--- config.mk ---
export PLATFORM = sky130hd
export DESIGN_NAME = hazard_pipe_ctrl
export DESIGN_NICKNAME = d
export VERILOG_FILES = /design/src/rtl/hazard_pipe_ctrl.sv
export SDC_FILE = /design/constraint.sdc
export NUM_CORES = 1
export LEC_CHECK = 0
export ABC_AREA = 1
export CAP_MARGIN = 20
export CORE_MARGIN = 2
export CORE_UTILIZATION = 48
export CTS_CLUSTER_SIZE = 16
export DETAILED_ROUTE_END_ITERATION = 8
export PLACE_DENSITY = 0.8
export SLEW_MARGIN = 20
export SYNTH_ARGS = -nofsm -noshare
export SYNTH_HDL_FRONTEND = slang
export SYNTH_SLANG_ARGS = --single-unit
--- constraint.sdc ---
create_clock -name clk -period 2.4 [get_ports clk]
set_clock_uncertainty 0.2 [all_clocks]
set_input_delay 0.24 -clock clk [delete_from_list [all_inputs] [get_ports clk]]
set_output_delay 0.24 -clock clk [all_outputs]
set_load 0.03 [all_outputs]
--- src/rtl/hazard_pipe_ctrl.sv ---
// Pipeline control-field carrier from ID to WB. It detects load-use hazards,
// generates stall and flush, drains and freezes on HLT, and counts load-use stalls.
module hazard_pipe_ctrl #(
  parameter int ADDR_W = 4,
  parameter int CNT_W  = 16
) (
  input  logic              clk,
  input  logic              rst,
  input  logic              vld_ID,
  input  logic [ADDR_W-1:0] p0_addr_ID,
  input  logic [ADDR_W-1:0] p1_addr_ID,
  input  logic              p0_used_ID,
  input  logic              p1_used_ID,
  input  logic [ADDR_W-1:0] dst_addr_ID,
  input  logic              we_rf_ID,
  input  logic              re_mem_ID,
  input  logic              hlt_ID,
  input  logic              flush_EX,
  output logic              stall_IF_ID,
  output logic              flush_IF_ID,
  output logic [ADDR_W-1:0] p0_addr_EX,
  output logic [ADDR_W-1:0] p1_addr_EX,
  output logic              we_rf_EX,
  output logic              re_mem_EX,
  output logic [ADDR_W-1:0] dst_addr_EX,
  output logic              we_rf_MEM,
  output logic              re_mem_MEM,
  output logic [ADDR_W-1:0] dst_addr_MEM,
  output logic              we_rf_WB,
  output logic [ADDR_W-1:0] dst_addr_WB,
  output logic              hlt_WB,
  output logic [CNT_W-1:0]  stall_cnt
);

  typedef enum logic [1:0] {RUN, DRAIN, HALTED} state_e;

  typedef struct packed {
    logic [ADDR_W-1:0] p0;
    logic [ADDR_W-1:0] p1;
    logic [ADDR_W-1:0] dst;
    logic              we;
    logic              re;
    logic              hlt;
  } ex_t;

  typedef struct packed {
    logic [ADDR_W-1:0] dst;
    logic              we;
    logic              re;
    logic              hlt;
  } mem_t;

  typedef struct packed {
    logic [ADDR_W-1:0] dst;
    logic              we;
    logic              hlt;
  } wb_t;

  state_e           state_q, state_d;
  ex_t              ex_q, ex_d;
  mem_t             mem_q, mem_d;
  wb_t              wb_q, wb_d;
  logic [CNT_W-1:0] stall_cnt_q, stall_cnt_d;
  logic             lu, move_id;

  always_comb begin
    lu = vld_ID & ex_q.re & ex_q.we & (ex_q.dst != '0) &
         ((p0_used_ID & (p0_addr_ID == ex_q.dst)) |
          (p1_used_ID & (p1_addr_ID == ex_q.dst)));
    // Only RUN admits new work into EX; DRAIN and HALTED feed bubbles.
    move_id = vld_ID & ~lu & ~flush_EX & (state_q == RUN);

    state_d     = state_q;
    ex_d        = ex_q;
    mem_d       = mem_q;
    wb_d        = wb_q;
    stall_cnt_d = stall_cnt_q;

    if (state_q != HALTED) begin
      wb_d  = '{dst: mem_q.dst, we: mem_q.we, hlt: mem_q.hlt};
      mem_d = '{dst: ex_q.dst, we: ex_q.we, re: ex_q.re, hlt: ex_q.hlt};
      ex_d  = '0;
      if (move_id)
        ex_d = '{p0: p0_addr_ID, p1: p1_addr_ID, dst: dst_addr_ID,
                 we: we_rf_ID, re: re_mem_ID, hlt: hlt_ID};
      if (lu && !flush_EX && (stall_cnt_q != '1))
        stall_cnt_d = stall_cnt_q + CNT_W'(1);
    end

    case (state_q)
      RUN:     if (move_id && hlt_ID) state_d = DRAIN;
      DRAIN:   if (mem_q.hlt) state_d = HALTED;
      HALTED:  state_d = HALTED;
      default: state_d = RUN;
    endcase

    stall_IF_ID = (lu & ~flush_EX) | (state_q != RUN);
    flush_IF_ID = flush_EX;
  end

  always_ff @(posedge clk) begin
    if (rst) begin
      state_q     <= RUN;
      ex_q        <= '0;
      mem_q       <= '0;
      wb_q        <= '0;
      stall_cnt_q <= '0;
    end else begin
      state_q     <= state_d;
      ex_q        <= ex_d;
      mem_q       <= mem_d;
      wb_q        <= wb_d;
      stall_cnt_q <= stall_cnt_d;
    end
  end

  assign p0_addr_EX   = ex_q.p0;
  assign p1_addr_EX   = ex_q.p1;
  assign we_rf_EX     = ex_q.we;
  assign re_mem_EX    = ex_q.re;
  assign dst_addr_EX  = ex_q.dst;
  assign we_rf_MEM    = mem_q.we;
  assign re_mem_MEM   = mem_q.re;
  assign dst_addr_MEM = mem_q.dst;
  assign we_rf_WB     = wb_q.we;
  assign dst_addr_WB  = wb_q.dst;
  assign hlt_WB       = wb_q.hlt;
  assign stall_cnt    = stall_cnt_q;

endmodule

==> results of run 1 <==
-- synth_stat cells (5+ instances only) --
cell and n:
clkbuf_1 7, a21oi_1 37, buf_4 17, nor2_1 36
o21ai_0 14, xnor2_1 5, nor3_1 6, inv_1 24
ha_1 5, nand3_1 38, nand2_1 60, dfxtp_1 46
-- cell type report --
| type | count | share of cell area [%] |
|---|---|---|
| Inverter | 27 | 3.32 |
| Tap cell | 67 | 2.75 |
| Clock inverter | 3 | 1.44 |
| Clock buffer | 5 | 2.26 |
| Sequential cell | 46 | 30.2 |
| Timing Repair Buffer | 69 | 22.1 |
| Multi-Input combinational cell | 225 | 37.9 |
-- power groups by stage --
stage | clock, W | combinational (W) | sequential (W)
after CTS | 0.000595 | 0.000740 | 0.000917
after global routing | 0.000627 | 0.000801 | 0.000930
after detailed placement | 0 | 0.000737 | 0.000935
after floorplan | 0 | 0.000432 | 0.00101
final | 0.000580 | 0.000735 | 0.000916
after global placement | 0 | 0.000722 | 0.000929
-- state kept, by name, indices dropped and copies added (netlist names), 2 cells and up --
register	cells
state_q	2
p1_addr_EX	4
dst_addr_MEM	4
dst_addr_WB	4
dst_addr_EX	4
stall_cnt	16
p0_addr_EX	4
-- logic make-up after synthesis --
logic type | after synthesis
AND/OR/NAND/NOR | 157
buffers and inverters | 57
AO/OA/AOI/OAI | 55
flip-flops | 46
XOR/XNOR | 8
adder cells (fa/ha/maj) | 5
-- worst max-delay path: cells and delay by family (launching register included) --
family,cells,cell delay [ns]
DFF,1,0.41
and+or+nand+nor,7,0.93
adders and majority gates,1,0.25
AOI/OAI and AO/OA,1,0.23
-- final timing paths --
kind | to | startpoint | cells past startpoint
worst max register to register | stall_cnt[7] | stall_cnt[1] | 9
worst min-delay path | p1_addr_EX[3] | p1_addr_EX[3] | 2
worst max-delay path | stall_cnt[7] | stall_cnt[1] | 9
worst min register to register | p1_addr_EX[3] | p1_addr_EX[3] | 2
-- per-layer routing --
layer	GRT usage [%]	up-vias	share of wire, %
met5	0	-	0
met4	8.33	0	1.7
met3	4.20	8	7.3
met2	34.8	87	47
met1	24.5	1008	44
li1	-	1150	-
-- metrics by stage --
step,power [W],hold slack (ns)
final,0.00223,0.269
after global routing,0.00236,0.285
after CTS,0.00225,0.269
after detailed placement,0.00167,0.256
after global placement,0.00165,0.253
after floorplan,0.00144,0.200
==> out/metrics.cfg, run 1 <==
[synthesis]
synth-edff-count=0
synthArstFlopShare_pct=0
synth-xor-area-share_pct=3.27
synth-compound-area-share_pct=12.3
yosysSeqAreaShare_pct=38.8
ys_types=31
synth_top_family_by_area=simple AND/OR/NAND/NOR gates
syn_inst=328
synth-simple-area-share_pct=30.5
synthAdderAreaFrac_pct=2.64
yosys.area.top_type=dfxtp_1
synthMuxAreaShare_pct=0
ys_warn_count=0
synthesis.nets=354
synth_area_per_cell_um2=7.24
syn_area_mm2=0.00237
synth_top_area_share_pct=38.8
ys_ff_latch=46
synth_area_leaders=dfxtp_1 39%, nand2_1 9.5%, nand3_1 8.0%
ys.flop_type=dfxtp_1

[setup_path]
rrSetupSlack_ns=0.30
worstPathMaxFanout=20
cp.required_ns=2.44
arrival_ns=2.14
slowest_delay_ns=0.41
critical_path_class=reg2reg
cp-start-kind=register
path_cells=ha_1 > nand2_2 > nor3_4 > nand4_1 > o21ai_2 > nor2_4 > nand3_1 > nand2_1 > nor2_1
endpoint_kind=register
critPathSlowestCell=dfxtp_1

[clocking]
cts_tree=done
clkTransAtPathRegs_ns=0.08
cts_resized=0
htree_levels=2
clkSinkCount=46
ctsHoldBuffers=0
cts_setup_buffers=0
cts_inserted_buffers=5
insertion_delay_ns=0.30
clockRootBuffer=clkbuf_8
clock_path_buffers=2

[route]
first_pass_iters=4
vias_per_cell=5.10
drt-wirelength-per-cell_um=12.2
vias=2253
drc=0
drtIter0Drc=109
wl_mm=5.38
ant_nets=0

[die]
die_area_mm2=0.00552
die_x_um=74.3
core_area_mm2=0.00475
fp.dieH_um=74.3
row_count=25
initial_core_util_pct=49.9
pin_count=65

[timing]
relSlewSlack_pct=54.4
finalSetupViolations=0
setup_ws_ns=0.304
tightestPinTransition_ns=0.683
final_max_slew_viol_count=0
fmax_mhz=477
tns_ns=0
min_period_ns=2.10
hold_viol_final=0
fin_crit_sh_pct=87.3
rsz0062_at_grt=false

[run_status]
outcome=finished, final reports clean

[grt]
grt.overflow.total=0
grt_pass1_wl_mm=8.65
grt_usage_pct=20.2
grt_max_degree=27
antenna_found_initial=0
grt_pass1_vias=1937

[placed_design]
dp.final_hpwl_mm=3.92
dpl.cell_count=434
gp_congestion=0.931
place_ws_ns=0.0681
post_dp_cell_area_mm2=0.00294
io_buffers=64

[finish]
final_nets=400
n_antenna_cell=0
instances_no_fill=442
layout_commonest_cell=clkdlybuf4s50_1
syn_to_final_growth_pct=28.6
fin_area_mm2=0.00305
final_cell_mix=63 x clkdlybuf4s50_1, 60 x nand2_1, 46 x dfxtp_1
regArea_um2=921
fillers=440
utilization_pct=64.2
multiInputGateArea_mm2=0.00116
drive_gt1_share_pct=8.53

[pwr]
switching_share_pct=34.9
p_sw_w=0.000779
comb_power_share_pct=33.0
max-vdd-ir-drop_uv=357
internal_power_w=0.00145
seq_power_share_pct=41.0
clkPwrFrac_pct=26.0
p_leak_nw=1.14
power.density_mw_per_mm2=731

[hold_path]
hold_class=reg2reg

[run]
maxCapViolations=0

Note: power is estimated with default switching activity, not from simulation.
==> run 2, diff against run 1 <==
--- a/config.mk
+++ b/config.mk
@@ -7,11 +7,13 @@
 export LEC_CHECK = 0
 export ABC_AREA = 1
 export CAP_MARGIN = 20
+export CELL_PAD_IN_SITES_DETAIL_PLACEMENT = 1
+export CELL_PAD_IN_SITES_GLOBAL_PLACEMENT = 2
 export CORE_MARGIN = 2
-export CORE_UTILIZATION = 48
+export CORE_UTILIZATION = 26
 export CTS_CLUSTER_SIZE = 16
 export DETAILED_ROUTE_END_ITERATION = 8
-export PLACE_DENSITY = 0.8
+export PLACE_DENSITY_LB_ADDON = 0.1
 export SLEW_MARGIN = 20
 export SYNTH_ARGS = -nofsm -noshare
 export SYNTH_HDL_FRONTEND = slang
==> run 2 against run 1 <==
Via count is 1.1% higher. Clock power is 19% lower. Clock-buffer cell count stayed put. Critical endpoint is now stall_IF_ID.
==> out/metrics.cfg, run 2 (synthesized netlist as in run 1, its figures left out) <==
[clocking]
cts_setup_buffers=0  ; unchanged
clockRootBuffer=clkbuf_8
cts_resized=0  ; unchanged
clock_path_buffers=2  ; unchanged
cts_inserted_buffers=5  ; unchanged
cts_tree=done
ctsHoldBuffers=0  ; unchanged
htree_levels=2  ; unchanged
insertion_delay_ns=0.30  ; about the same
clkSinkCount=46  ; unchanged
clkTransAtPathRegs_ns=0.09  ; about the same

[setup_path]
rrSetupSlack_ns=0.41  ; +0.11 ns
cp-start-kind=register
endpoint_kind=primary output
worstPathMaxFanout=7  ; -65%
arrival_ns=1.70  ; -0.44 ns
critical_path_class=reg2out
cp.required_ns=1.96  ; -0.48 ns

[finish]
regArea_um2=921  ; unchanged
final_cell_mix=63 x clkdlybuf4s50_1, 60 x nand2_1, 46 x dfxtp_1
multiInputGateArea_mm2=0.00116  ; unchanged
layout_commonest_cell=clkdlybuf4s50_1
final_nets=404  ; +1.0%
fin_area_mm2=0.00314  ; +2.8%
fillers=1085  ; +150%
n_antenna_cell=0  ; unchanged
largest_reg_flops=16  ; unchanged
syn_to_final_growth_pct=32.2
drive_gt1_share_pct=9.26  ; +0.73 points

[timing]
fin_crit_sh_pct=89.0  ; +1.7 points
finalSetupViolations=0  ; unchanged
final_max_slew_viol_count=0  ; unchanged
min_period_ns=2.14  ; +0.0399 ns
rsz0062_at_grt=false
tightestPinTransition_ns=0.453  ; -0.231 ns
relSlewSlack_pct=69.8  ; +15 points
tns_ns=0  ; unchanged
hold_viol_final=0  ; unchanged
fmax_mhz=468  ; -1.9%

[hold_path]
hold_class=reg2reg

[pwr]
clkPwrFrac_pct=21.5  ; -4.5 points
comb_power_share_pct=36.0  ; +3.0 points
internal_power_w=0.00135  ; -7.0%
max-vdd-ir-drop_uv=365  ; +2.1%
seq_power_share_pct=42.5  ; +1.5 points
p_leak_nw=1.16  ; +1.8%
p_sw_w=0.000817  ; +4.9%
power.density_mw_per_mm2=691  ; -5.5%
switching_share_pct=37.7  ; +2.8 points

[grt]
grt_max_degree=34  ; +26%
antenna_found_initial=0  ; unchanged
grt_usage_pct=14.7  ; -5.5 points
grt_pass1_vias=2289  ; +18%
grt_pass1_wl_mm=11.6  ; +34%
grt.overflow.total=0  ; unchanged

[route]
drtIter0Drc=57  ; -48%
wl_mm=7.07  ; +31%
first_pass_iters=4  ; unchanged
ant_nets=0  ; unchanged
drt-wirelength-per-cell_um=14.5  ; +19%
vias_per_cell=4.69  ; -8.0%
drc=0  ; unchanged
vias=2278  ; +1.1%

[run_status]
outcome=finished, final reports clean

[die]
core_area_mm2=0.00881  ; +85%
die_x_um=99.5  ; +34%
pin_count=65  ; unchanged
die_area_mm2=0.00991  ; +79%
initial_core_util_pct=27.0  ; -23 points
row_count=34  ; +36%
fp.dieH_um=99.5  ; +34%

[run]
maxCapViolations=0  ; unchanged

[placed_design]
gp_congestion=0.755  ; -19%
io_buffers=64  ; unchanged
dp.final_hpwl_mm=5.17  ; +32%
post_dp_cell_area_mm2=0.00306  ; +4.0%

run 2: changes by cell type in the layout (fill, tap and decap cells not counted), sizes merged:
cell / before / now
buf: 6 / 10
bufinv: 1 / 0
clkinv: 1 / 2
inv: 28 / 27
run 2: through the flow:
stage	hold WS, ns	utilization, %	power [W]	setup slack, ns	std cells
4_1_cts	0.272	35.6	0.00221	0.187	486
3_3_place_gp	0.254	34.7	0.00172	0.226	479
2_1_floorplan	0.200	-	0.00144	0.239	328
5_1_grt	0.296	35.6	0.00231	0.0791	486
3_5_place_dp	0.258	34.7	0.00173	0.184	479
6_report	0.265	35.6	0.00217	0.264	486
run 2: power groups by stage:
stage                     combinational (W)  clock (W)  sequential (W)
after floorplan                    0.000432          0         0.00101
after global placement             0.000781          0        0.000939
after detailed placement           0.000789          0        0.000940
after CTS                          0.000795   0.000492        0.000924
final                              0.000779   0.000467        0.000921
after global routing               0.000855   0.000517        0.000934
run 2: area by class of cell:
cell class / instances / area share, %
clock buffers: 5 / 2.19
clock inverters: 2 / 0.319
inverters: 27 / 3.23
multi-input cells: 225 / 36.9
flip-flops and latches: 46 / 29.4
well taps: 108 / 4.31
repair buffers: 73 / 23.7
run 2: routing by layer:
| layer | up-vias | GRT usage [%] | routed length [um] |
|---|---|---|---|
| met5 | - | 0 | 0 |
| met4 | 0 | 4.11 | 83 |
| met3 | 9 | 2.53 | 192 |
| met2 | 44 | 22.6 | 3080 |
| met1 | 1071 | 21.1 | 3710 |
| li1 | 1154 | - | - |
run 2: worst max-delay path, cell delays in order (launching register included):
cell     delay [ns]
dfxtp_1        0.48
inv_1          0.12
nand2_1        0.08
nand2_1        0.05
nor2_1         0.08
nand3_1        0.08
nand2_2        0.13
nand3_4        0.12
nand2_1        0.10
buf_4          0.16
run 2: worst paths after layout:
| path | from | end | depth (start not counted) |
|---|---|---|---|
| max reg2reg | stall_cnt[0] | stall_cnt[8] | 9 |
| max | dst_addr_EX[3] | stall_IF_ID | 9 |
| min reg2reg | p1_addr_EX[1] | p1_addr_EX[1] | 2 |
| min | p1_addr_EX[1] | p1_addr_EX[1] | 2 |
==> run 3, diff against run 2 <==
--- a/config.mk
+++ b/config.mk
@@ -6,7 +6,6 @@
 export NUM_CORES = 1
 export LEC_CHECK = 0
 export ABC_AREA = 1
-export CAP_MARGIN = 20
 export CELL_PAD_IN_SITES_DETAIL_PLACEMENT = 1
 export CELL_PAD_IN_SITES_GLOBAL_PLACEMENT = 2
 export CORE_MARGIN = 2
==> results of run 3 <==
Same layout as run 2: the final DEF is identical, and so are final timing and power.
